**src/rtl/uart_rx_sync_if.sv**
```systemverilog
// Serial receive bundle: raw line in, framed byte and status pulses out.
// The receiver takes the slave side; the line source / consumer takes master.
interface uart_rx_sync_if;
    logic       rx_serial_line;
    logic       rx_ready;
    logic [7:0] rx_data;
    logic       frame_err;
    logic       busy;

    modport master (
        output rx_serial_line,
        input  rx_ready,
        input  rx_data,
        input  frame_err,
        input  busy
    );

    modport slave (
        input  rx_serial_line,
        output rx_ready,
        output rx_data,
        output frame_err,
        output busy
    );
endinterface

```
**src/rtl/uart_rx_sync.sv**
```systemverilog
// 8N1 UART receiver with 2-flop synchroniser, mid-bit 2-of-3 voting,
// false-start rejection and stop-bit framing check.
module uart_rx_sync #(
    parameter int CLK_PER_BIT = 16
) (
    input  logic          clk,
    input  logic          rst,
    uart_rx_sync_if.slave bus
);
    localparam int M  = CLK_PER_BIT / 2;
    localparam int CW = $clog2(CLK_PER_BIT);
    localparam logic [CW-1:0] CNT_LAST = CW'(CLK_PER_BIT - 1);
    localparam logic [CW-1:0] CNT_V0   = CW'(M - 1);
    localparam logic [CW-1:0] CNT_V1   = CW'(M);
    localparam logic [CW-1:0] CNT_V2   = CW'(M + 1);

    localparam logic [2:0] S_IDLE      = 3'd0;
    localparam logic [2:0] S_START     = 3'd1;
    localparam logic [2:0] S_DATA      = 3'd2;
    localparam logic [2:0] S_STOP      = 3'd3;
    localparam logic [2:0] S_WAIT_HIGH = 3'd4;

    logic [2:0]    state;
    logic [CW-1:0] cnt;
    logic [2:0]    bit_idx;
    logic [7:0]    shift;
    logic          armed;
    logic          sync1;
    logic          sync2;
    logic [1:0]    sync_fill;
    logic          vs0;
    logic          vs1;
    logic          vote;
    logic [7:0]    rx_data_q;
    logic          rx_ready_q;
    logic          frame_err_q;

    assign vote = (vs0 & vs1) | (vs0 & sync2) | (vs1 & sync2);

    always_ff @(posedge clk or posedge rst) begin
        if (rst) begin
            state       <= S_IDLE;
            cnt         <= '0;
            bit_idx     <= '0;
            shift       <= '0;
            armed       <= 1'b0;
            sync1       <= 1'b1;
            sync2       <= 1'b1;
            sync_fill   <= '0;
            vs0         <= 1'b1;
            vs1         <= 1'b1;
            rx_data_q   <= '0;
            rx_ready_q  <= 1'b0;
            frame_err_q <= 1'b0;
        end else begin
            sync1       <= bus.rx_serial_line;
            sync2       <= sync1;
            // sync2 only carries a genuine line sample two edges after reset release
            sync_fill   <= {sync_fill[0], 1'b1};
            rx_ready_q  <= 1'b0;
            frame_err_q <= 1'b0;

            if (state != S_IDLE) begin
                cnt <= (cnt == CNT_LAST) ? '0 : cnt + 1'b1;
                if (cnt == CNT_V0) vs0 <= sync2;
                if (cnt == CNT_V1) vs1 <= sync2;
            end

            case (state)
                S_IDLE: begin
                    cnt <= '0;
                    if (sync2 && sync_fill[1]) armed <= 1'b1;
                    if (armed && !sync2) state <= S_START;
                end
                S_START: begin
                    if (cnt == CNT_V2 && vote) begin
                        state <= S_IDLE;
                    end else if (cnt == CNT_LAST) begin
                        state   <= S_DATA;
                        bit_idx <= '0;
                    end
                end
                S_DATA: begin
                    if (cnt == CNT_V2) shift <= {vote, shift[7:1]};
                    if (cnt == CNT_LAST) begin
                        if (bit_idx == 3'd7) state <= S_STOP;
                        else                 bit_idx <= bit_idx + 1'b1;
                    end
                end
                S_STOP: begin
                    // Leave at mid stop bit so a back-to-back start edge is caught
                    if (cnt == CNT_V2) begin
                        if (vote) begin
                            rx_data_q  <= shift;
                            rx_ready_q <= 1'b1;
                            state      <= S_IDLE;
                        end else begin
                            frame_err_q <= 1'b1;
                            state       <= S_WAIT_HIGH;
                        end
                    end
                end
                S_WAIT_HIGH: begin
                    if (sync2) state <= S_IDLE;
                end
                default: state <= S_IDLE;
            endcase
        end
    end

    assign bus.rx_ready  = rx_ready_q;
    assign bus.rx_data   = rx_data_q;
    assign bus.frame_err = frame_err_q;
    assign bus.busy      = (state != S_IDLE);
endmodule

```
**src/flat_wrapper.sv**
```systemverilog
// flat-port wrapper written by rule: the top's interface ports become plain ports
module uart_rx_sync_flat 
#(
    parameter int CLK_PER_BIT = 16
)
  (clk, rst, bus_rx_serial_line, bus_rx_ready, bus_rx_data, bus_frame_err, bus_busy);
  uart_rx_sync_if bus_i ();
  input  logic clk;
  input  logic rst;
  input wire logic [$bits(bus_i.rx_serial_line)-1:0] bus_rx_serial_line;
  output wire logic [$bits(bus_i.rx_ready)-1:0] bus_rx_ready;
  output wire logic [$bits(bus_i.rx_data)-1:0] bus_rx_data;
  output wire logic [$bits(bus_i.frame_err)-1:0] bus_frame_err;
  output wire logic [$bits(bus_i.busy)-1:0] bus_busy;
  assign bus_i.rx_serial_line = bus_rx_serial_line;
  assign bus_rx_ready = bus_i.rx_ready;
  assign bus_rx_data = bus_i.rx_data;
  assign bus_frame_err = bus_i.frame_err;
  assign bus_busy = bus_i.busy;
  uart_rx_sync #(.CLK_PER_BIT(CLK_PER_BIT)) u_core (.clk(clk), .rst(rst), .bus(bus_i));
endmodule
```
**config.mk**
```make
export PLATFORM = sky130hd
export DESIGN_NAME = uart_rx_sync_flat
export DESIGN_NICKNAME = d
export VERILOG_FILES = /design/src/rtl/uart_rx_sync_if.sv /design/src/rtl/uart_rx_sync.sv /design/src/flat_wrapper.sv
export SDC_FILE = /design/constraint.sdc
export NUM_CORES = 1
export LEC_CHECK = 0
export ABC_AREA = 1
export BUFFER_PORTS_ARGS = -buffer_cell sky130_fd_sc_hd__buf_2
export CAP_MARGIN = 20
export CORE_MARGIN = 1
export CORE_UTILIZATION = 46
export DETAILED_ROUTE_END_ITERATION = 8
export HOLD_SLACK_MARGIN = 0.08
export PLACE_DENSITY = 0.71
export SLEW_MARGIN = 30
export SYNTH_ARGS = -nofsm -noshare
export SYNTH_HDL_FRONTEND = slang
export SYNTH_SLANG_ARGS = --single-unit
```
**constraint.sdc**
```tcl
create_clock -name clk -period 1.9 [get_ports clk]
set_input_delay 0.095 -clock clk [delete_from_list [all_inputs] [get_ports clk]]
set_output_delay 0.095 -clock clk [all_outputs]
set_load 0.01 [all_outputs]
```
==> results.toml <==
[final_layout]
drive_gt1_share_pct = 20.3
final_util_pct = 56.8
final_cell_mix = "nand2_1 (36), dfrtp_1 (31), inv_1 (26)"
nets = 199
diodes = 0
syn2layout_area_growth_pct = 14.2
seqCellArea_um2 = 881
multiInputGateArea_um2 = 567
final.fill_count = 309
final_common_cell = "nand2_1"

[timing]
period_needed_ns = 1.61
min_period_over_period_pct = 84.7
clock.fmax_mhz = 622
fin_skew_ns = 0.0158
grt_setup_unrepaired = "no"
fin_ws_ns = 0.292
timing.final.setup_violations = 0
hold_viol_final = 0
drv_slew = 0
fin_setup_tns_ns = 0

[worst_hold_path]
hp-class = "reg -> reg"
min_path_cells = 0
min_from = "u_core.sync1$_DFF_PP1_"

[critical_path]
r2r-start = "u_core.state[0]$_DFFE_PP0P_"
r2r.worst_path.cells = 4
path_class = "reg -> reg"
startpoint = "u_core.state[0]$_DFFE_PP0P_"
path_max_fanout = 14
worstPathRequired_ns = 2.14
cp.arrival_ns = 1.85
end_kind = "flop"
startpoint_type = "flop"

[cts]
cts_buffers = 5
ctsResizeCount = 0
cts_setup_buffers = 0
clockBufferDepth = 2
root_buffer = "clkbuf_4"
clk_latency_ns = 0.35
path_clk_slew_ns = 0.11
cts_max_level = 2
cts_tree = "built"
cts_sinks = 35

[power_and_ir_drop]
leakage_nw = 0.930
power_frac_seq_pct = 46.1
intPower_mw = 1.40
p_per_area_nw_per_um2 = 1200
combPwrFrac_pct = 28.0
max-vdd-ir-drop_uv = 656
clkPwrFrac_pct = 25.9
p_switching_mw = 0.753
swShare_pct = 34.9

[synth]
synth_seq_area_share_pct = 56.2
synth_cells = 169
synth_area_per_cell_um2 = 9.28
netlist_area_um2 = 1570
synthDistinctLibCells = 27
syn_nets = 177
ys_seq_elements = 35
yosys_warnings = 0

[run]
drv_cap = 0

[floorplan]
io_pins = 14
rows = 20
die_x_um = 60.4
core_um2 = 3150
die_h_um = 60.4
dieArea_um2 = 3650
initial_core_util_pct = 49.7

[route]
drt-initial-drc-count = 58
viasPerCell = 4.76
postRouteWirelength_um = 2500
first_pass_iters = 4
routedWlPerCell_um = 10.6
vias = 1123
drcViolationCount = 0
drtAntennaViolNets = 0

[global_route]
grt_max_degree = 36
grt_first_pass_wirelength_um = 4190
grt_use_total_pct = 16.3
grt_overflow = 0
antenna_found_initial = 0
grt_pass1_vias = 1019

[placement]
place_ws_ns = 0.311
routabilityCongestion = 0.890
portBuffers = 13
post-dp-hpwl_um = 1810

[outcome]
status = "completed"
==> cell type report <==
| class | instances | share of cell area (%) |
|---|---|---|
| clock buffer | 6 | 2.87 |
| inverter | 27 | 5.66 |
| clock inverter | 2 | 1.96 |
| multi-input combinational | 105 | 31.7 |
| sequential | 35 | 49.2 |
| tap | 44 | 3.07 |
| timing repair buffer | 17 | 5.59 |
==> metal layers <==
layer,track usage [%],vias to the layer above,share of wire [%]
met3,5.12,7,3.2
met2,25.0,20,47
li1,-,573,-
met5,0,-,0
met1,19.9,523,47
met4,10.6,0,2.5
==> registers in the layout, indices dropped and copies added (netlist names), 2 cells and up <==
| register | cells |
|---|---|
| u_core.shift | 8 |
| u_core.bus.rx_data | 8 |
| u_core.sync_fill | 2 |
| u_core.bit_idx | 3 |
| u_core.cnt | 4 |
| u_core.state | 3 |
==> logic make-up (layout without fill, tap and decap cells) <==
family	after synthesis	after routing	synth area share, %
compound gates	23	23	7.90
xor+xnor	1	1	0.559
fa+ha+maj	5	5	3.99
buf+inv	29	52	7.66
flops	35	35	56.2
mux	2	2	1.44
other cells	1	1	0.239
simple gates	73	73	22.0
==> power by group through the flow <==
stage | clock network, mW | registers [mW] | logic, mW
floorplan | 0 | 0.978 | 0.484
global placement | 0 | 0.996 | 0.573
detailed placement | 0 | 1.01 | 0.608
CTS | 0.575 | 0.992 | 0.613
global route | 0.597 | 1.01 | 0.700
finish | 0.557 | 0.994 | 0.603
==> critical path, cell delays in order, from the launching register on <==
cell,delay (ns)
dfrtp_1,0.44
nor2_2,0.23
nand2_1,0.20
nor2_4,0.28
mux2_2,0.37
==> synth_stat cells, drive strengths merged <==
cell type / number / area (µm²)
nand2: 38 / 148
dfrtp: 31 / 776
inv: 27 / 101
o21ai: 17 / 88.8
nor2: 16 / 70.1
nand3: 12 / 72.6
ha: 5 / 62.6
a21oi: 4 / 20.0
dfstp: 4 / 105
buf: 2 / 18.8
mux2: 2 / 22.5
nand3b: 2 / 15.0
nand4: 2 / 12.5
nor3: 2 / 21.3
a31o: 1 / 8.76
a31oi: 1 / 6.26
conb: 1 / 3.75
or2: 1 / 6.26
xor2: 1 / 8.76
==> what timing repair did <==
item / in CTS / in global routing
setup endpoints to repair: 0 / 0
hold buffers: 2 / 0
hold endpoints to repair: 32 / 0
==> worst paths after layout <==
path                       slack [ns]                           to
max in group asynchronous        1.19       u_core.vs1$_DFFE_PP1P_
hold reg to reg                  0.36       u_core.sync2$_DFF_PP1_
setup / recovery                 0.29  u_core.shift[6]$_DFFE_PP0P_
setup reg to reg                 0.29  u_core.shift[6]$_DFFE_PP0P_
min in group asynchronous        0.37  u_core.shift[2]$_DFFE_PP0P_
hold / removal                   0.36       u_core.sync2$_DFF_PP1_
==> per-stage QoR <==
stage                     instance area, µm²  hold WS, ns  instances  total power, mW
after global placement                  1680        0.200        226             1.57
after detailed placement                1680        0.202        226             1.61
after CTS                               1790        0.364        236             2.18
after global routing                    1790        0.367        236             2.31
final                                   1790        0.361        236             2.15
after floorplan                         1570       0.0995        169             1.46
No activity file was read; power rests on OpenSTA's default activity.
